--- config.mk ---
export PLATFORM = sky130hd
export DESIGN_NAME = ncl_ripple_adder_sync
export DESIGN_NICKNAME = d
export VERILOG_FILES = /design/src/rtl/ncl_ripple_adder_sync.sv
export SDC_FILE = /design/constraint.sdc
export NUM_CORES = 1
export LEC_CHECK = 0
export BUFFER_PORTS_ARGS = -buffer_cell sky130_fd_sc_hd__buf_2
export CORE_AREA = 5 5 132 134
export DETAILED_ROUTE_END_ITERATION = 8
export DIE_AREA = 0 0 137 139
export HOLD_SLACK_MARGIN = 0.05
export MAX_ROUTING_LAYER = met4
export SLEW_MARGIN = 20
export SYNTH_ARGS = -nofsm -noshare
export SYNTH_HDL_FRONTEND = slang
export SYNTH_SLANG_ARGS = --single-unit
--- constraint.sdc ---
create_clock -name clk -period 2.6 [get_ports clk]
set_input_delay 0.52 -clock clk [delete_from_list [all_inputs] [get_ports clk]]
set_output_delay 0.52 -clock clk [all_outputs]
set_load 0.005 [all_outputs]
--- src/rtl/ncl_ripple_adder_sync.sv ---
// Dual-rail NCL ripple-carry adder with a four-phase DATA/NULL completion handshake.
// Latency: one carry step per clock in EVAL (generate/kill bits may play ahead), +1 edge to DATA_HOLD.
// Backpressure: holds in NULL_WAIT / DATA_HOLD until out_comp requests the next wavefront.
module ncl_ripple_adder_sync #(
  parameter int WIDTH          = 8,
  parameter bit DATA_PLAYAHEAD = 1'b1,
  parameter bit NULL_PLAYAHEAD = 1'b0
) (
  input  logic             clk,
  input  logic             init,
  input  logic [WIDTH-1:0] a_t,
  input  logic [WIDTH-1:0] a_f,
  input  logic [WIDTH-1:0] b_t,
  input  logic [WIDTH-1:0] b_f,
  input  logic             cin_t,
  input  logic             cin_f,
  input  logic             out_comp,
  output logic [WIDTH-1:0] sum_t,
  output logic [WIDTH-1:0] sum_f,
  output logic             cout_t,
  output logic             cout_f,
  output logic             in_comp,
  output logic             proto_err
);

  localparam int CW = $clog2(WIDTH + 2);
  // NULLING count value at which the last output has been cleared.
  localparam logic [CW-1:0] NULL_LAST = NULL_PLAYAHEAD ? CW'(1) : CW'(WIDTH + 1);

  typedef enum logic [1:0] {
    S_NULL_WAIT = 2'd0,
    S_EVAL      = 2'd1,
    S_DATA_HOLD = 2'd2,
    S_NULLING   = 2'd3
  } state_t;

  state_t r_state;
  state_t w_next;

  // Operand rails captured on EVAL entry; also the reference for input-change detection.
  logic [WIDTH-1:0] r_a_t, r_a_f, r_b_t, r_b_f;
  logic             r_cin_t, r_cin_f;
  // Per carry position: known flag, carry value, and output-resolved flag (index WIDTH = cout).
  logic [WIDTH:0]   r_ck, r_cv, r_res;
  logic [CW-1:0]    r_ncnt;
  logic [WIDTH-1:0] r_sum_t, r_sum_f;
  logic             r_cout_t, r_cout_f, r_in_comp, r_err;

  logic             w_illegal, w_all_data, w_all_null, w_inputs_moved, w_eval_done;
  logic [WIDTH:0]   w_ck_init, w_cv_init;
  logic [WIDTH:1]   w_cnext;
  logic [WIDTH-1:0] w_sum_val;

  assign w_illegal      = (|(a_t & a_f)) | (|(b_t & b_f)) | (cin_t & cin_f);
  assign w_all_data     = (&(a_t ^ a_f)) & (&(b_t ^ b_f)) & (cin_t ^ cin_f);
  assign w_all_null     = ~(|{a_t, a_f, b_t, b_f, cin_t, cin_f});
  assign w_inputs_moved = ({a_t, a_f, b_t, b_f, cin_t, cin_f} !=
                           {r_a_t, r_a_f, r_b_t, r_b_f, r_cin_t, r_cin_f});
  assign w_eval_done    = &r_res;

  // Carry seeds at EVAL entry (a==b fixes the carry-out) and per-bit sum/carry from latched operands.
  always_comb begin
    w_ck_init    = '0;
    w_cv_init    = '0;
    w_cnext      = '0;
    w_sum_val    = '0;
    w_ck_init[0] = 1'b1;
    w_cv_init[0] = cin_t;
    for (int i = 0; i < WIDTH; i++) begin
      w_ck_init[i+1] = DATA_PLAYAHEAD && (a_t[i] == b_t[i]);
      w_cv_init[i+1] = a_t[i];
      w_sum_val[i]   = r_a_t[i] ^ r_b_t[i] ^ r_cv[i];
      w_cnext[i+1]   = (r_a_t[i] & r_b_t[i]) | (r_cv[i] & (r_a_t[i] ^ r_b_t[i]));
    end
  end

  // State register.
  always_ff @(posedge clk) begin
    if (init) r_state <= S_NULL_WAIT;
    else      r_state <= w_next;
  end

  // Next-state decode; an illegal input code freezes the handshake states.
  always_comb begin
    w_next = r_state;
    unique case (r_state)
      S_NULL_WAIT: if (!w_illegal && w_all_data && !out_comp) w_next = S_EVAL;
      S_EVAL:      if (w_eval_done) w_next = S_DATA_HOLD;
      S_DATA_HOLD: if (!w_illegal && w_all_null && out_comp) w_next = S_NULLING;
      S_NULLING:   if (r_ncnt == NULL_LAST) w_next = S_NULL_WAIT;
      default:     w_next = S_NULL_WAIT;
    endcase
  end

  // Datapath: operand capture, wavefront resolution, NULL wavefront, completion output.
  always_ff @(posedge clk) begin
    if (init) begin
      r_a_t     <= '0;
      r_a_f     <= '0;
      r_b_t     <= '0;
      r_b_f     <= '0;
      r_cin_t   <= 1'b0;
      r_cin_f   <= 1'b0;
      r_ck      <= '0;
      r_cv      <= '0;
      r_res     <= '0;
      r_ncnt    <= '0;
      r_sum_t   <= '0;
      r_sum_f   <= '0;
      r_cout_t  <= 1'b0;
      r_cout_f  <= 1'b0;
      r_in_comp <= 1'b0;
    end else begin
      unique case (r_state)
        S_NULL_WAIT: begin
          if (w_next == S_EVAL) begin
            r_a_t   <= a_t;
            r_a_f   <= a_f;
            r_b_t   <= b_t;
            r_b_f   <= b_f;
            r_cin_t <= cin_t;
            r_cin_f <= cin_f;
            r_ck    <= w_ck_init;
            r_cv    <= w_cv_init;
            r_res   <= '0;
          end
        end
        S_EVAL: begin
          if (w_eval_done) begin
            r_in_comp <= 1'b1;
          end else begin
            // Every bit whose carry-in is known drives its rails and publishes its carry-out.
            for (int i = 0; i < WIDTH; i++) begin
              if (r_ck[i]) begin
                r_res[i]   <= 1'b1;
                r_sum_t[i] <= w_sum_val[i];
                r_sum_f[i] <= ~w_sum_val[i];
                r_ck[i+1]  <= 1'b1;
                r_cv[i+1]  <= w_cnext[i+1];
              end
            end
            if (r_ck[WIDTH]) begin
              r_res[WIDTH] <= 1'b1;
              r_cout_t     <= r_cv[WIDTH];
              r_cout_f     <= ~r_cv[WIDTH];
            end
          end
        end
        S_DATA_HOLD: begin
          if (w_next == S_NULLING) r_ncnt <= '0;
        end
        S_NULLING: begin
          if (r_ncnt == NULL_LAST) begin
            r_in_comp <= 1'b0;
          end else begin
            r_ncnt <= r_ncnt + CW'(1);
            for (int i = 0; i < WIDTH; i++) begin
              if (NULL_PLAYAHEAD || (r_ncnt == CW'(i))) begin
                r_sum_t[i] <= 1'b0;
                r_sum_f[i] <= 1'b0;
              end
            end
            if (NULL_PLAYAHEAD || (r_ncnt == CW'(WIDTH))) begin
              r_cout_t <= 1'b0;
              r_cout_f <= 1'b0;
            end
          end
        end
        default: ;
      endcase
    end
  end

  // Sticky protocol error: illegal codes anywhere, disturbed inputs or out_comp in EVAL, data in NULLING.
  always_ff @(posedge clk) begin
    if (init) begin
      r_err <= 1'b0;
    end else if (w_illegal ||
                 ((r_state == S_EVAL) && (w_inputs_moved || out_comp)) ||
                 ((r_state == S_NULLING) && !w_all_null)) begin
      r_err <= 1'b1;
    end
  end

  assign sum_t     = r_sum_t;
  assign sum_f     = r_sum_f;
  assign cout_t    = r_cout_t;
  assign cout_f    = r_cout_f;
  assign in_comp   = r_in_comp;
  assign proto_err = r_err;

endmodule

==> impl_metrics.tcl <==
set metrics [dict create \
    outcome "completed" \
    setup_tns_ns 0 \
    io_pins 57 \
    synth_nets 644 \
    first_pass_iters 5 \
    viasPerCell 4.89 \
    fmax_mhz 415 \
    ir_worst_vdd_mv 0.355 \
    synth-simple-area-share 0.236 \
    drv_slew 0 \
    htree_levels 3 \
    min_path_cells 2 \
    setup_viol 0 \
    syn_to_final_growth_pct 26.6 \
    wirelength_um 14500 \
    finalCriticalPeriod_ns 2.41 \
    clock_skew_ns 0.00694 \
    path_class "in2reg" \
    min_from "r_b_f[4]" \
    num_vias 4431 \
    syn-cell-area_um2 4740 \
    postCtsSetupRepairBufs 0 \
    cts_made_buffers 9 \
    dp_cells 890 \
    setup_ws_ns 0.192 \
    hold_end "r_b_f[4]" \
    ys_async_sr_fraction 0 \
    cts_tree "yes" \
    crit_arrival_ns 2.63 \
    grt_pass1_vias 4401 \
    cts_buffer_depth 2 \
    n_antenna_cell 0 \
    floorplan.initialDensity 0.293 \
    synth_compound_area_frac 0.170 \
    coreArea_um2 16200 \
    grt_use_total 0.157 \
    dp_worst_setup_slack_ns -0.151 \
    gr-total-overflow 0 \
    p_total_mw 2.87 \
    synthMuxAreaShare 0.00845 \
    ant_nets 0 \
    grt_max_degree 40 \
    synth_xor_area_frac 0.0813 \
    drc 0 \
    synth.ff_latch_count 86 \
    wl_per_cell_um 16.0 \
    ys_types 51 \
    avgSynthCellArea_um2 8.21 \
    netlist_instances 577 \
    yosys_warnings 0 \
    tightest_slew_ns 0.706 \
    cellPowerDensity_nw_per_um2 478 \
    final_cells 906 \
    endpoint_kind "flop" \
    regArea_um2 1720 \
    die-area_um2 19000 \
    hold_viol_final 0 \
    clock-sinks 86 \
    cts.clk_slew.worst_paths_ns 0.06 \
    clk_latency_ns 0.34 \
    relSlewSlack 0.523 \
    synth_edf_count 0 \
    hold_class "reg2reg" \
    initialDrtViolationCount 363 \
    gp_congestion 0.899 \
    num_rows 47 \
    reg2reg_to "r_res[6]" \
    cts_resized 0 \
    crit_path_start_kind "input port" \
    layout_common_cells "dfxtp_1 (86), nand2_1 (85), a21oi_1 (68), buf_4 (60), buf_2 (56)" \
    yosys.area_share.adder 0.0919 \
    cts_hold_buf 0 \
    io_buffers 56 \
    synth_top_family_by_area "simple AND/OR/NAND/NOR gates" \
    layout_commonest_cell "dfxtp_1" \
    rsz0062_at_grt "no" \
    timing.final.crit_share 0.926 \
    hpwl_um 11200 \
    fin_nets 748 \
    synthFlopType "dfxtp_1" \
    critPathMaxFanout 8 \
    drive_above_1_share 0.204 \
    multi_input_area_um2 2790 \
    required_ns 2.82 \
    reg2reg_setup_slack_ns 0.35 \
    cts_root_buf "clkbuf_16" \
    die_width_um 137 \
    antenna_found_initial 0 \
    grt_pass1_wl_um 23200 \
    die_h_um 139 \
    reg2reg_depth 7 \
    ys_seq_area_frac 0.363 \
    num-fill-cells 1705 \
    p_leak_nw 2.25 \
    drv_cap 0 \
    r2r_start "r_state[0]" \
]
-- logic make-up (layout without fill, tap and decap cells) --
family                   Yosys count  after routing
adder cells (fa/ha/maj)           30             30
multiplexers                       4              4
AND/OR/NAND/NOR                  223            223
flip-flops                        86             86
AO/OA/AOI/OAI                    133            133
XOR/XNOR                          44             44
buffers and inverters             57            166
-- cell type report --
type / instances / share of cell area
Inverter: 31 / 0.0194
Clock buffer: 9 / 0.0376
Clock inverter: 7 / 0.0123
Timing Repair Buffer: 119 / 0.132
Tap cell: 220 / 0.0459
Multi-Input combinational cell: 434 / 0.466
Sequential cell: 86 / 0.287
-- worst max-delay path, cell delays in order --
cell and delay [ns]:
buf_2 0.11, buf_4 0.13, ha_1 0.19, nor4_1 0.33
nand3_1 0.16, or4_1 0.51, buf_4 0.18, a21oi_1 0.27
buf_4 0.16, o21ai_0 0.07
-- per-layer routing --
layer	track usage	vias to the layer above	part of all wire
li1	-	2226	-
met1	0.212	2078	0.49
met2	0.245	109	0.46
met3	0.0341	18	0.041
met4	0.0273	0	0.013
met5	-	-	0
-- report_power, final --
part	switching (mW)	internal, mW
sequential	0.00168	1.32
clock	0.556	0.746
combinational	0.134	0.110
-- metrics by stage --
step / instance area (um^2) / utilization / hold slack (ns)
final: 6000 / 0.371 / 0.465
after global routing: 6000 / 0.371 / 0.474
after CTS: 6000 / 0.371 / 0.457
after detailed placement: 5700 / 0.352 / 0.455
after global placement: 5700 / 0.352 / 0.450
after floorplan: 4740 / - / 0.444
-- cells in the mapped netlist (3+ instances only) --
library cell  instances  area (um^2)
nand3_1              14         70.1
nand2_1              85          319
and2_1                3         18.8
buf_2                 8         40.0
nand4b_1              3         26.3
nor3b_1               8         60.1
ha_1                 22          275
a31oi_1               5         31.3
nor4_1               23          144
xor2_1               31          272
clkbuf_1             16         60.1
o21ai_0              15         75.1
mux2i_1               4         40.0
inv_1                31          116
fa_1                  8          160
nand2b_1             20          125
o32ai_1               3         26.3
nand4_1               8         50.1
and3_1                3         18.8
xnor2_1              13          114
nor3_1                8         40.0
a21oi_1              68          340
dfxtp_1              86         1720
nor2_1               31          116
nor2b_1               7         43.8
o31ai_1               3         22.5
o21a_1                8         60.1
o22ai_1              11         68.8
-- state kept, by name (all words and copies together) (netlist names) --
| name | cells |
|---|---|
| r_a_f | 8 |
| r_cin_f | 1 |
| sum_f | 8 |
| r_b_t | 8 |
| cout_t | 1 |
| cout_f | 1 |
| sum_t | 8 |
| r_ck | 9 |
| r_a_t | 8 |
| r_res | 9 |
| r_state | 2 |
| in_comp | 1 |
| r_cv | 9 |
| r_b_f | 8 |
| r_ncnt | 4 |
| proto_err | 1 |
-- worst max path at each step --
stage | from | endpoint | slack [ns]
6_report | cin_t | r_res[6] | 0.19
5_1_grt | cin_f | r_res[6] | 0.10
4_1_cts | cin_t | r_cv[7] | 0.21
3_5_place_dp | cin_t | r_res[6] | -0.15
3_3_place_gp | cin_t | r_cv[7] | -0.18
2_1_floorplan | a_t[7] | r_res[8] | 0.25
No activity file was read; power rests on OpenSTA's default activity.
